===== src/rtl/mips_pkg.sv =====
// Shared MIPS pipeline definitions: fetch FSM states, NOP encoding and default reset PC.
package mips_pkg;

  typedef enum logic [1:0] {
    IDLE = 2'd0,
    WAIT = 2'd1,
    HOLD = 2'd2
  } fetch_state_e;

  localparam logic [31:0] NOP_INSTR        = 32'h0000_0000;
  localparam logic [31:0] RESET_PC_DEFAULT = 32'h0000_0000;

  function automatic logic [15:0] sat_inc16(input logic [15:0] v);
    if (v == 16'hFFFF) begin
      return v;
    end else begin
      return v + 16'd1;
    end
  endfunction

endpackage


===== src/rtl/if_stage_if.sv =====
// Instruction-memory fetch bus between the IF stage (master) and the instruction memory (slave).
interface if_stage_if #(
  parameter int ADDR_W = 32
);
  logic              imem_req;
  logic [ADDR_W-1:0] imem_addr;
  logic              imem_ready;
  logic [31:0]       imem_rdata;

  modport master (output imem_req, imem_addr, input imem_ready, imem_rdata);
  modport slave  (input imem_req, imem_addr, output imem_ready, imem_rdata);
endinterface


===== src/rtl/next_pc_mux.sv =====
// Next-PC selection: jump target, PC-relative branch target or the sequential PC+4.
module next_pc_mux #(
  parameter int ADDR_W = 32
) (
  input  logic [ADDR_W-1:0] pc4,
  input  logic [ADDR_W-1:0] id_pc4,
  input  logic [31:0]       br_offset,
  input  logic [25:0]       jaddr,
  input  logic              PCsrc,
  input  logic              jsel,
  output logic [ADDR_W-1:0] next_pc
);
  logic [31:0] off_bytes_s;

  // Pick the next fetch address; jump keeps the top nibble of the ID-stage PC+4.
  always_comb begin
    off_bytes_s = br_offset << 2;
    if (PCsrc && jsel) begin
      next_pc = {id_pc4[ADDR_W-1:28], jaddr, 2'b00};
    end else if (PCsrc) begin
      next_pc = id_pc4 + ADDR_W'($signed(off_bytes_s));
    end else begin
      next_pc = pc4;
    end
  end
endmodule


===== src/rtl/if_stage.sv =====
// MIPS instruction-fetch stage: PC, variable-latency fetch FSM and IF/ID register.
// Optional IF_BUBBLE_CNT_EN adds a saturating count of bubbles loaded into IF/ID.
module if_stage
  import mips_pkg::*;
#(
  parameter int                ADDR_W   = 32,
  parameter logic [ADDR_W-1:0] RESET_PC = ADDR_W'(RESET_PC_DEFAULT)
) (
  input  logic              clk,
  input  logic              rst_n,
  input  logic              stall,
  input  logic              PCsrc,
  input  logic              jsel,
  input  logic              clr,
  input  logic [ADDR_W-1:0] id_pc4,
  input  logic [31:0]       br_offset,
  input  logic [25:0]       jaddr,
  if_stage_if.master        imem,
  output logic [31:0]       ifid_instr,
  output logic [ADDR_W-1:0] ifid_pc4,
  output logic              ifid_valid
`ifdef IF_BUBBLE_CNT_EN
  ,
  output logic [15:0]       bubble_cnt
`endif
);
  localparam logic [ADDR_W-1:0] PC_STEP = ADDR_W'(32'd4);

  fetch_state_e      state_r;
  logic [ADDR_W-1:0] pc_r;
  logic              req_r;
  logic              kill_r;
  logic [31:0]       hold_r;
  logic [ADDR_W-1:0] pc4_s;
  logic [ADDR_W-1:0] next_pc_s;
  logic              accept_s;
  logic [31:0]       acc_instr_s;
  logic              bubble_s;

  assign imem.imem_req  = req_r;
  assign imem.imem_addr = pc_r;
  assign pc4_s          = pc_r + PC_STEP;

  next_pc_mux #(.ADDR_W(ADDR_W)) u_next_pc_mux (
    .pc4       (pc4_s),
    .id_pc4    (id_pc4),
    .br_offset (br_offset),
    .jaddr     (jaddr),
    .PCsrc     (PCsrc),
    .jsel      (jsel),
    .next_pc   (next_pc_s)
  );

  // Decide whether a word is handed to IF/ID this cycle; a redirect always drops it.
  always_comb begin
    accept_s    = 1'b0;
    acc_instr_s = imem.imem_rdata;
    case (state_r)
      WAIT: begin
        accept_s = imem.imem_ready && !kill_r && !stall && !PCsrc;
      end
      HOLD: begin
        accept_s    = !stall && !PCsrc;
        acc_instr_s = hold_r;
      end
      default: begin
        accept_s = 1'b0;
      end
    endcase
    bubble_s = clr || (!stall && !accept_s);
  end

  // Fetch FSM: PC, request, wrong-path kill flag and stall hold buffer.
  always_ff @(posedge clk or negedge rst_n) begin
    if (!rst_n) begin
      state_r <= IDLE;
      pc_r    <= RESET_PC;
      req_r   <= 1'b0;
      kill_r  <= 1'b0;
      hold_r  <= NOP_INSTR;
    end else begin
      case (state_r)
        IDLE: begin
          state_r <= WAIT;
          req_r   <= 1'b1;
          if (PCsrc) begin
            pc_r <= next_pc_s;
          end
        end
        WAIT: begin
          if (PCsrc) begin
            pc_r   <= next_pc_s;
            // Only a fetch still outstanding needs its late return discarded.
            kill_r <= !imem.imem_ready;
          end else if (imem.imem_ready) begin
            if (kill_r) begin
              kill_r <= 1'b0;
            end else if (stall) begin
              hold_r  <= imem.imem_rdata;
              state_r <= HOLD;
              req_r   <= 1'b0;
            end else begin
              pc_r <= next_pc_s;
            end
          end
        end
        HOLD: begin
          if (PCsrc || !stall) begin
            pc_r    <= next_pc_s;
            state_r <= WAIT;
            req_r   <= 1'b1;
          end
        end
        default: begin
          state_r <= IDLE;
          req_r   <= 1'b0;
          kill_r  <= 1'b0;
        end
      endcase
    end
  end

  // IF/ID register: flush beats stall, stall beats load, otherwise a bubble.
  always_ff @(posedge clk or negedge rst_n) begin
    if (!rst_n) begin
      ifid_instr <= NOP_INSTR;
      ifid_pc4   <= '0;
      ifid_valid <= 1'b0;
    end else if (clr) begin
      ifid_instr <= NOP_INSTR;
      ifid_pc4   <= '0;
      ifid_valid <= 1'b0;
    end else if (stall) begin
      ifid_valid <= ifid_valid;
    end else if (accept_s) begin
      ifid_instr <= acc_instr_s;
      ifid_pc4   <= pc4_s;
      ifid_valid <= 1'b1;
    end else begin
      ifid_instr <= NOP_INSTR;
      ifid_pc4   <= '0;
      ifid_valid <= 1'b0;
    end
  end

`ifdef IF_BUBBLE_CNT_EN
  // Saturating count of bubbles loaded into IF/ID.
  always_ff @(posedge clk or negedge rst_n) begin
    if (!rst_n) begin
      bubble_cnt <= 16'h0000;
    end else if (bubble_s) begin
      bubble_cnt <= sat_inc16(bubble_cnt);
    end else begin
      bubble_cnt <= bubble_cnt;
    end
  end
`endif

endmodule


===== src/flat_wrapper.sv =====
// flat-port wrapper written by rule: the top's interface ports become plain ports
module if_stage_flat import mips_pkg::*;
#(
  parameter int                ADDR_W   = 32,
  parameter logic [ADDR_W-1:0] RESET_PC = ADDR_W'(RESET_PC_DEFAULT)
)
  (clk, rst_n, stall, PCsrc, jsel, clr, id_pc4, br_offset, jaddr, ifid_instr, ifid_pc4, ifid_valid, imem_imem_req, imem_imem_addr, imem_imem_ready, imem_imem_rdata);
  if_stage_if #(.ADDR_W(ADDR_W)) imem_i ();
  input  logic clk;
  input  logic rst_n;
  input  logic stall;
  input  logic PCsrc;
  input  logic jsel;
  input  logic clr;
  input  logic [ADDR_W-1:0] id_pc4;
  input  logic [31:0] br_offset;
  input  logic [25:0] jaddr;
  output logic [31:0] ifid_instr;
  output logic [ADDR_W-1:0] ifid_pc4;
  output logic ifid_valid;
  output wire logic [$bits(imem_i.imem_req)-1:0] imem_imem_req;
  output wire logic [$bits(imem_i.imem_addr)-1:0] imem_imem_addr;
  input wire logic [$bits(imem_i.imem_ready)-1:0] imem_imem_ready;
  input wire logic [$bits(imem_i.imem_rdata)-1:0] imem_imem_rdata;
  assign imem_imem_req = imem_i.imem_req;
  assign imem_imem_addr = imem_i.imem_addr;
  assign imem_i.imem_ready = imem_imem_ready;
  assign imem_i.imem_rdata = imem_imem_rdata;
  if_stage #(.ADDR_W(ADDR_W), .RESET_PC(RESET_PC)) u_core (.clk(clk), .rst_n(rst_n), .stall(stall), .PCsrc(PCsrc), .jsel(jsel), .clr(clr), .id_pc4(id_pc4), .br_offset(br_offset), .jaddr(jaddr), .imem(imem_i), .ifid_instr(ifid_instr), .ifid_pc4(ifid_pc4), .ifid_valid(ifid_valid));
endmodule

===== config.mk =====
export PLATFORM = sky130hd
export DESIGN_NAME = if_stage_flat
export DESIGN_NICKNAME = d
export VERILOG_FILES = /design/src/rtl/mips_pkg.sv /design/src/rtl/if_stage_if.sv /design/src/rtl/next_pc_mux.sv /design/src/rtl/if_stage.sv /design/src/flat_wrapper.sv
export SDC_FILE = /design/constraint.sdc
export NUM_CORES = 1
export LEC_CHECK = 0
export BUFFER_PORTS_ARGS = -buffer_cell sky130_fd_sc_hd__buf_2
export CAP_MARGIN = 20
export CORE_MARGIN = 2
export CORE_UTILIZATION = 48
export CTS_BUF_LIST = sky130_fd_sc_hd__clkbuf_16
export DETAILED_ROUTE_END_ITERATION = 8
export PLACE_DENSITY = 0.77
export SYNTH_ARGS = -nofsm -noshare
export SYNTH_HDL_FRONTEND = slang
export SYNTH_HIERARCHICAL = 1
export SYNTH_SLANG_ARGS = --single-unit

===== constraint.sdc =====
create_clock -name clk -period 2.4 [get_ports clk]
set_input_delay 0.36 -clock clk [delete_from_list [all_inputs] [get_ports clk]]
set_output_delay 0.36 -clock clk [all_outputs]
set_load 0.02 [all_outputs]

==> impl_metrics.prom <==
# TYPE chip_impl_metric gauge
chip_impl_metric{name="synth_sequential_area_ratio",unit="%"} 40.3
chip_impl_metric{name="max-clock-path-buffers",unit=""} 2
chip_impl_metric{name="synth_edf_count",unit=""} 0
chip_impl_info{name="netlist_top_cells_count",value="sky130_fd_sc_hd__dfrtp_1, sky130_fd_sc_hd__nand2_1, sky130_fd_sc_hd__nor2_1"} 1
chip_impl_metric{name="period_share",unit="%"} 104
chip_impl_metric{name="clkLatencyLatePin",unit="ns"} 0.42
chip_impl_info{name="r2r_endpoint",value="u_core/imem.imem_addr[24]"} 1
chip_impl_info{name="rsz0062_at_grt",value="true"} 1
chip_impl_metric{name="yosys.cell_types.count",unit=""} 64
chip_impl_metric{name="critPathArrivalTime",unit="ns"} 2.80
chip_impl_metric{name="place_ws",unit="ns"} -0.535
chip_impl_metric{name="first_global_vias",unit=""} 7857
chip_impl_metric{name="syn-num-nets",unit=""} 1010
chip_impl_metric{name="synth-warning-count",unit=""} 6
chip_impl_metric{name="synth.avg_cell_area",unit="µm²"} 9.76
chip_impl_info{name="synthMostInstantiatedCell",value="sky130_fd_sc_hd__dfrtp_1"} 1
chip_impl_metric{name="fin_skew",unit="ns"} 0.00668
chip_impl_metric{name="core_area",unit="µm²"} 16700
chip_impl_metric{name="count_of_nets_after_finishing",unit=""} 1325
chip_impl_info{name="outcome",value="finished, violations left"} 1
chip_impl_metric{name="antenna_violations_before_repair",unit=""} 0
chip_impl_metric{name="timing.final.setup_violations",unit=""} 7
chip_impl_info{name="worst_hold_path_type",value="input pin to flop"} 1
chip_impl_metric{name="ff2ff_path_depth",unit=""} 8
chip_impl_info{name="timing_worst_setup_path_type",value="input pin to flop"} 1
chip_impl_metric{name="num_io_pins",unit=""} 227
chip_impl_metric{name="initial_core_util",unit="%"} 49.4
chip_impl_info{name="netlist.top_cell.by_area",value="sky130_fd_sc_hd__dfrtp_1"} 1
chip_impl_info{name="ctsRootBufferMaster",value="sky130_fd_sc_hd__clkbuf_16"} 1
chip_impl_metric{name="port-buffer-count",unit=""} 224
chip_impl_metric{name="dieWidth",unit="µm"} 135
chip_impl_metric{name="finalWeightedCongestion",unit=""} 0.929
chip_impl_metric{name="floorplan.die_area",unit="µm²"} 18300
chip_impl_metric{name="routed_wl",unit="µm"} 25500
chip_impl_metric{name="synth_top_cell_area_share",unit="%"} 40.3
chip_impl_metric{name="filler_cell_count",unit=""} 1327
chip_impl_metric{name="layout_overhead_on_the_synthesized_area",unit="%"} 37.5
chip_impl_metric{name="routed_wire_length_per_instance",unit="µm"} 18.3
chip_impl_info{name="failed_checks",value="setup timing"} 1
chip_impl_info{name="hold-path-endpoint",value="u_core/hold_r[16]"} 1
chip_impl_metric{name="final_antenna_net_count",unit=""} 0
chip_impl_metric{name="mapped_area",unit="µm²"} 8260
chip_impl_metric{name="timing.reg2reg.setup_slack",unit="ns"} 0.07
chip_impl_metric{name="die_y",unit="µm"} 135
chip_impl_info{name="synth_top_flop_cell",value="sky130_fd_sc_hd__dfrtp_1"} 1
chip_impl_metric{name="route.detailed.drc",unit=""} 0
chip_impl_metric{name="path_clk_slew",unit="ns"} 0.06
chip_impl_metric{name="routed-via-count",unit=""} 7953
chip_impl_metric{name="synth_async_sr_flop_share",unit="%"} 100
chip_impl_metric{name="gr-usage-all-layers",unit="%"} 26.8
chip_impl_metric{name="drt_iter0_drcs",unit=""} 563
chip_impl_metric{name="yosys_register_bits",unit=""} 133
chip_impl_metric{name="numClockSinks",unit=""} 133
chip_impl_metric{name="drt-vias-per-instance",unit=""} 5.71
chip_impl_metric{name="critPathMaxFanout",unit=""} 5
chip_impl_metric{name="worst_slew_pin_slew",unit="ns"} 0.650
chip_impl_metric{name="cts-htree-levels",unit=""} 4
chip_impl_metric{name="slew_headroom",unit="%"} 56.5
chip_impl_info{name="min_from",value="imem_imem_rdata[16]"} 1
chip_impl_info{name="critical_path.startpoint_type",value="input pin"} 1
chip_impl_metric{name="rows",unit=""} 47
chip_impl_metric{name="synthCells",unit=""} 846
chip_impl_metric{name="fmaxAchievable",unit="MHz"} 400
chip_impl_metric{name="summed_negative_setup_slack_over_all_endpoints",unit="ns"} -0.441
chip_impl_metric{name="final.min_clock_period",unit="ns"} 2.50
chip_impl_metric{name="grt_first_pass_wirelength",unit="µm"} 38600
chip_impl_metric{name="wp_data_required",unit="ns"} 2.70
chip_impl_info{name="ys_top_cells_by_area",value="sky130_fd_sc_hd__dfrtp_1, sky130_fd_sc_hd__mux2_2, sky130_fd_sc_hd__mux2i_1, sky130_fd_sc_hd__ha_1, sky130_fd_sc_hd__a21oi_1"} 1
chip_impl_info{name="tritoncts",value="built"} 1
chip_impl_metric{name="final_antenna_diode_count",unit=""} 0
chip_impl_metric{name="worst_hold_path_cells",unit=""} 2
chip_impl_info{name="endpoint_kind",value="flop"} 1
chip_impl_metric{name="pwr_density_cell",unit="nW/µm²"} 946
chip_impl_metric{name="number_of_clock_buffers_inserted_by_tritoncts",unit=""} 17
chip_impl_metric{name="final_layout_size_suffix_gt1_share",unit="%"} 41.4
chip_impl_metric{name="power.ir.vdd_worst",unit="V"} 0.000873
chip_impl_metric{name="grt-ovfl-total",unit=""} 0
chip_impl_metric{name="place.detailed.hpwl",unit="µm"} 17900
chip_impl_metric{name="p_leak",unit="µW"} 0.00551
chip_impl_metric{name="timing.final.hold_violations",unit=""} 0
chip_impl_metric{name="max-cap-violations",unit=""} 0
chip_impl_metric{name="timing.final.ws_setup",unit="ns"} -0.102
chip_impl_metric{name="maximum_number_of_pins_on_one_net_before_global_route_repair",unit=""} 59
chip_impl_metric{name="maxSlewViolCount",unit=""} 0
chip_impl_info{name="timing.rr.start",value="u_core/imem.imem_addr[2]"} 1
chip_impl_metric{name="detailedRoute.firstPassIterationCount",unit=""} 5
==> critical path, cell delays in order <==
cell and delay [ns]:
sky130_fd_sc_hd__buf_6 0.10, sky130_fd_sc_hd__ha_4 0.16, sky130_fd_sc_hd__fa_2 0.39, sky130_fd_sc_hd__a211oi_4 0.25
sky130_fd_sc_hd__o21ai_2 0.10, sky130_fd_sc_hd__a211oi_2 0.29, sky130_fd_sc_hd__o211ai_2 0.14, sky130_fd_sc_hd__a41o_4 0.27
sky130_fd_sc_hd__a21boi_2 0.14, sky130_fd_sc_hd__xnor2_1 0.08, sky130_fd_sc_hd__mux2i_1 0.15, sky130_fd_sc_hd__a21oi_1 0.10
sky130_fd_sc_hd__mux2_4 0.29
==> kinds of logic after synthesis <==
logic type      share of synthesized area (%)
compound gates                           17.0
xor+xnor                                 5.41
flops                                    40.3
fa+ha+maj                                5.39
mux                                      14.3
buf+inv                                  3.26
simple gates                             14.3
==> metrics by stage <==
step | util (%) | area (µm²) | hold WS, ns | power, µW | instances
2_1_floorplan | - | 8290 | 0.0644 | 5950 | 846
3_3_place_gp | 62.2 | 10400 | 0.359 | 7420 | 1351
3_5_place_dp | 62.2 | 10400 | 0.360 | 7550 | 1351
4_1_cts | 66.6 | 11100 | 0.170 | 10600 | 1388
5_1_grt | 68.0 | 11400 | 0.178 | 11300 | 1394
6_report | 68.0 | 11400 | 0.181 | 10800 | 1394
==> area by class of cell <==
cell class                 instances  area [µm²]  share of cell area [%]
timing repair buffer             341        2090                    18.4
multi-input combinational        648        4910                    43.2
clock buffer                      17         425                    3.75
tap                              220         275                    2.42
inverter                          20        75.1                   0.661
clock inverter                    15         249                    2.19
sequential                       133        3330                    29.3
==> power breakdown <==
group | switching (µW) | leakage [µW] | total, µW | internal [µW]
logic | 2380 | 0.00347 | 4380 | 2000
clock network | 1040 | 0.000326 | 3000 | 1960
registers | 498 | 0.00171 | 3370 | 2870
total | 3920 | 0.00551 | 10800 | 6830
==> how the worst max path moves through the flow <==
stage                         start                         to  slack [ns]  cells after the start
after CTS                 id_pc4[2]  u_core/imem.imem_addr[22]       -0.02                     13
after global routing      id_pc4[2]  u_core/imem.imem_addr[28]       -0.22                     13
after global placement    id_pc4[2]  u_core/imem.imem_addr[28]       -0.46                     13
final                     id_pc4[2]  u_core/imem.imem_addr[26]       -0.10                     13
after floorplan           id_pc4[2]  u_core/imem.imem_addr[24]       -0.20                     12
after detailed placement  id_pc4[2]  u_core/imem.imem_addr[22]       -0.54                     13
==> timing repair <==
item                       4_1_cts  5_1_grt
pin swaps                        5       24
setup buffers                    4        6
hold buffers                     1        0
gates resized for setup          5       33
setup endpoints to repair        6       16
hold endpoints to repair        51        0
==> registers in the layout (all words and copies together) (netlist names) <==
name,flops
u_core/ifid_instr,32
u_core/ifid_pc4,32
u_core/imem.imem_addr,32
u_core/hold_r,32
u_core/imem.imem_req,1
u_core/state_r,2
u_core/kill_r,1
u_core/ifid_valid,1
==> per-layer routing <==
layer | wire (µm) | share of wire (%) | up-vias | track usage (%)
met5 | 0 | 0 | - | 0
met4 | 882 | 3.5 | 0 | 10.4
met3 | 1730 | 6.8 | 58 | 5.91
li1 | - | - | 3706 | -
met2 | 12900 | 50 | 350 | 46.9
met1 | 10000 | 39 | 3839 | 32.3
==> layout by cell type (no fill, tap or decap), types with 6 or more instances in the layout <==
cell | synthesis | final
sky130_fd_sc_hd__a21o_1 | 16 | 15
sky130_fd_sc_hd__clkbuf_16 | 0 | 17
sky130_fd_sc_hd__and3_1 | 7 | 7
sky130_fd_sc_hd__dfrtp_1 | 133 | 133
sky130_fd_sc_hd__a22o_1 | 18 | 18
sky130_fd_sc_hd__a21oi_1 | 66 | 60
sky130_fd_sc_hd__or4_1 | 6 | 6
sky130_fd_sc_hd__nand4_1 | 15 | 15
sky130_fd_sc_hd__ha_4 | 0 | 7
sky130_fd_sc_hd__nor2_1 | 73 | 73
sky130_fd_sc_hd__bufinv_16 | 0 | 6
sky130_fd_sc_hd__buf_4 | 2 | 110
sky130_fd_sc_hd__nand3_1 | 20 | 18
sky130_fd_sc_hd__inv_1 | 20 | 20
sky130_fd_sc_hd__a21oi_2 | 4 | 7
sky130_fd_sc_hd__buf_2 | 4 | 220
sky130_fd_sc_hd__ha_1 | 34 | 26
sky130_fd_sc_hd__xnor2_1 | 26 | 25
sky130_fd_sc_hd__mux2_2 | 66 | 59
sky130_fd_sc_hd__xor2_1 | 25 | 25
sky130_fd_sc_hd__mux2i_1 | 44 | 44
sky130_fd_sc_hd__mux2_4 | 0 | 7
sky130_fd_sc_hd__o21ai_0 | 47 | 44
sky130_fd_sc_hd__nand2_1 | 77 | 77
sky130_fd_sc_hd__a221o_1 | 9 | 9
sky130_fd_sc_hd__nor3_1 | 18 | 17
Note: power is estimated with default switching activity, not from simulation.
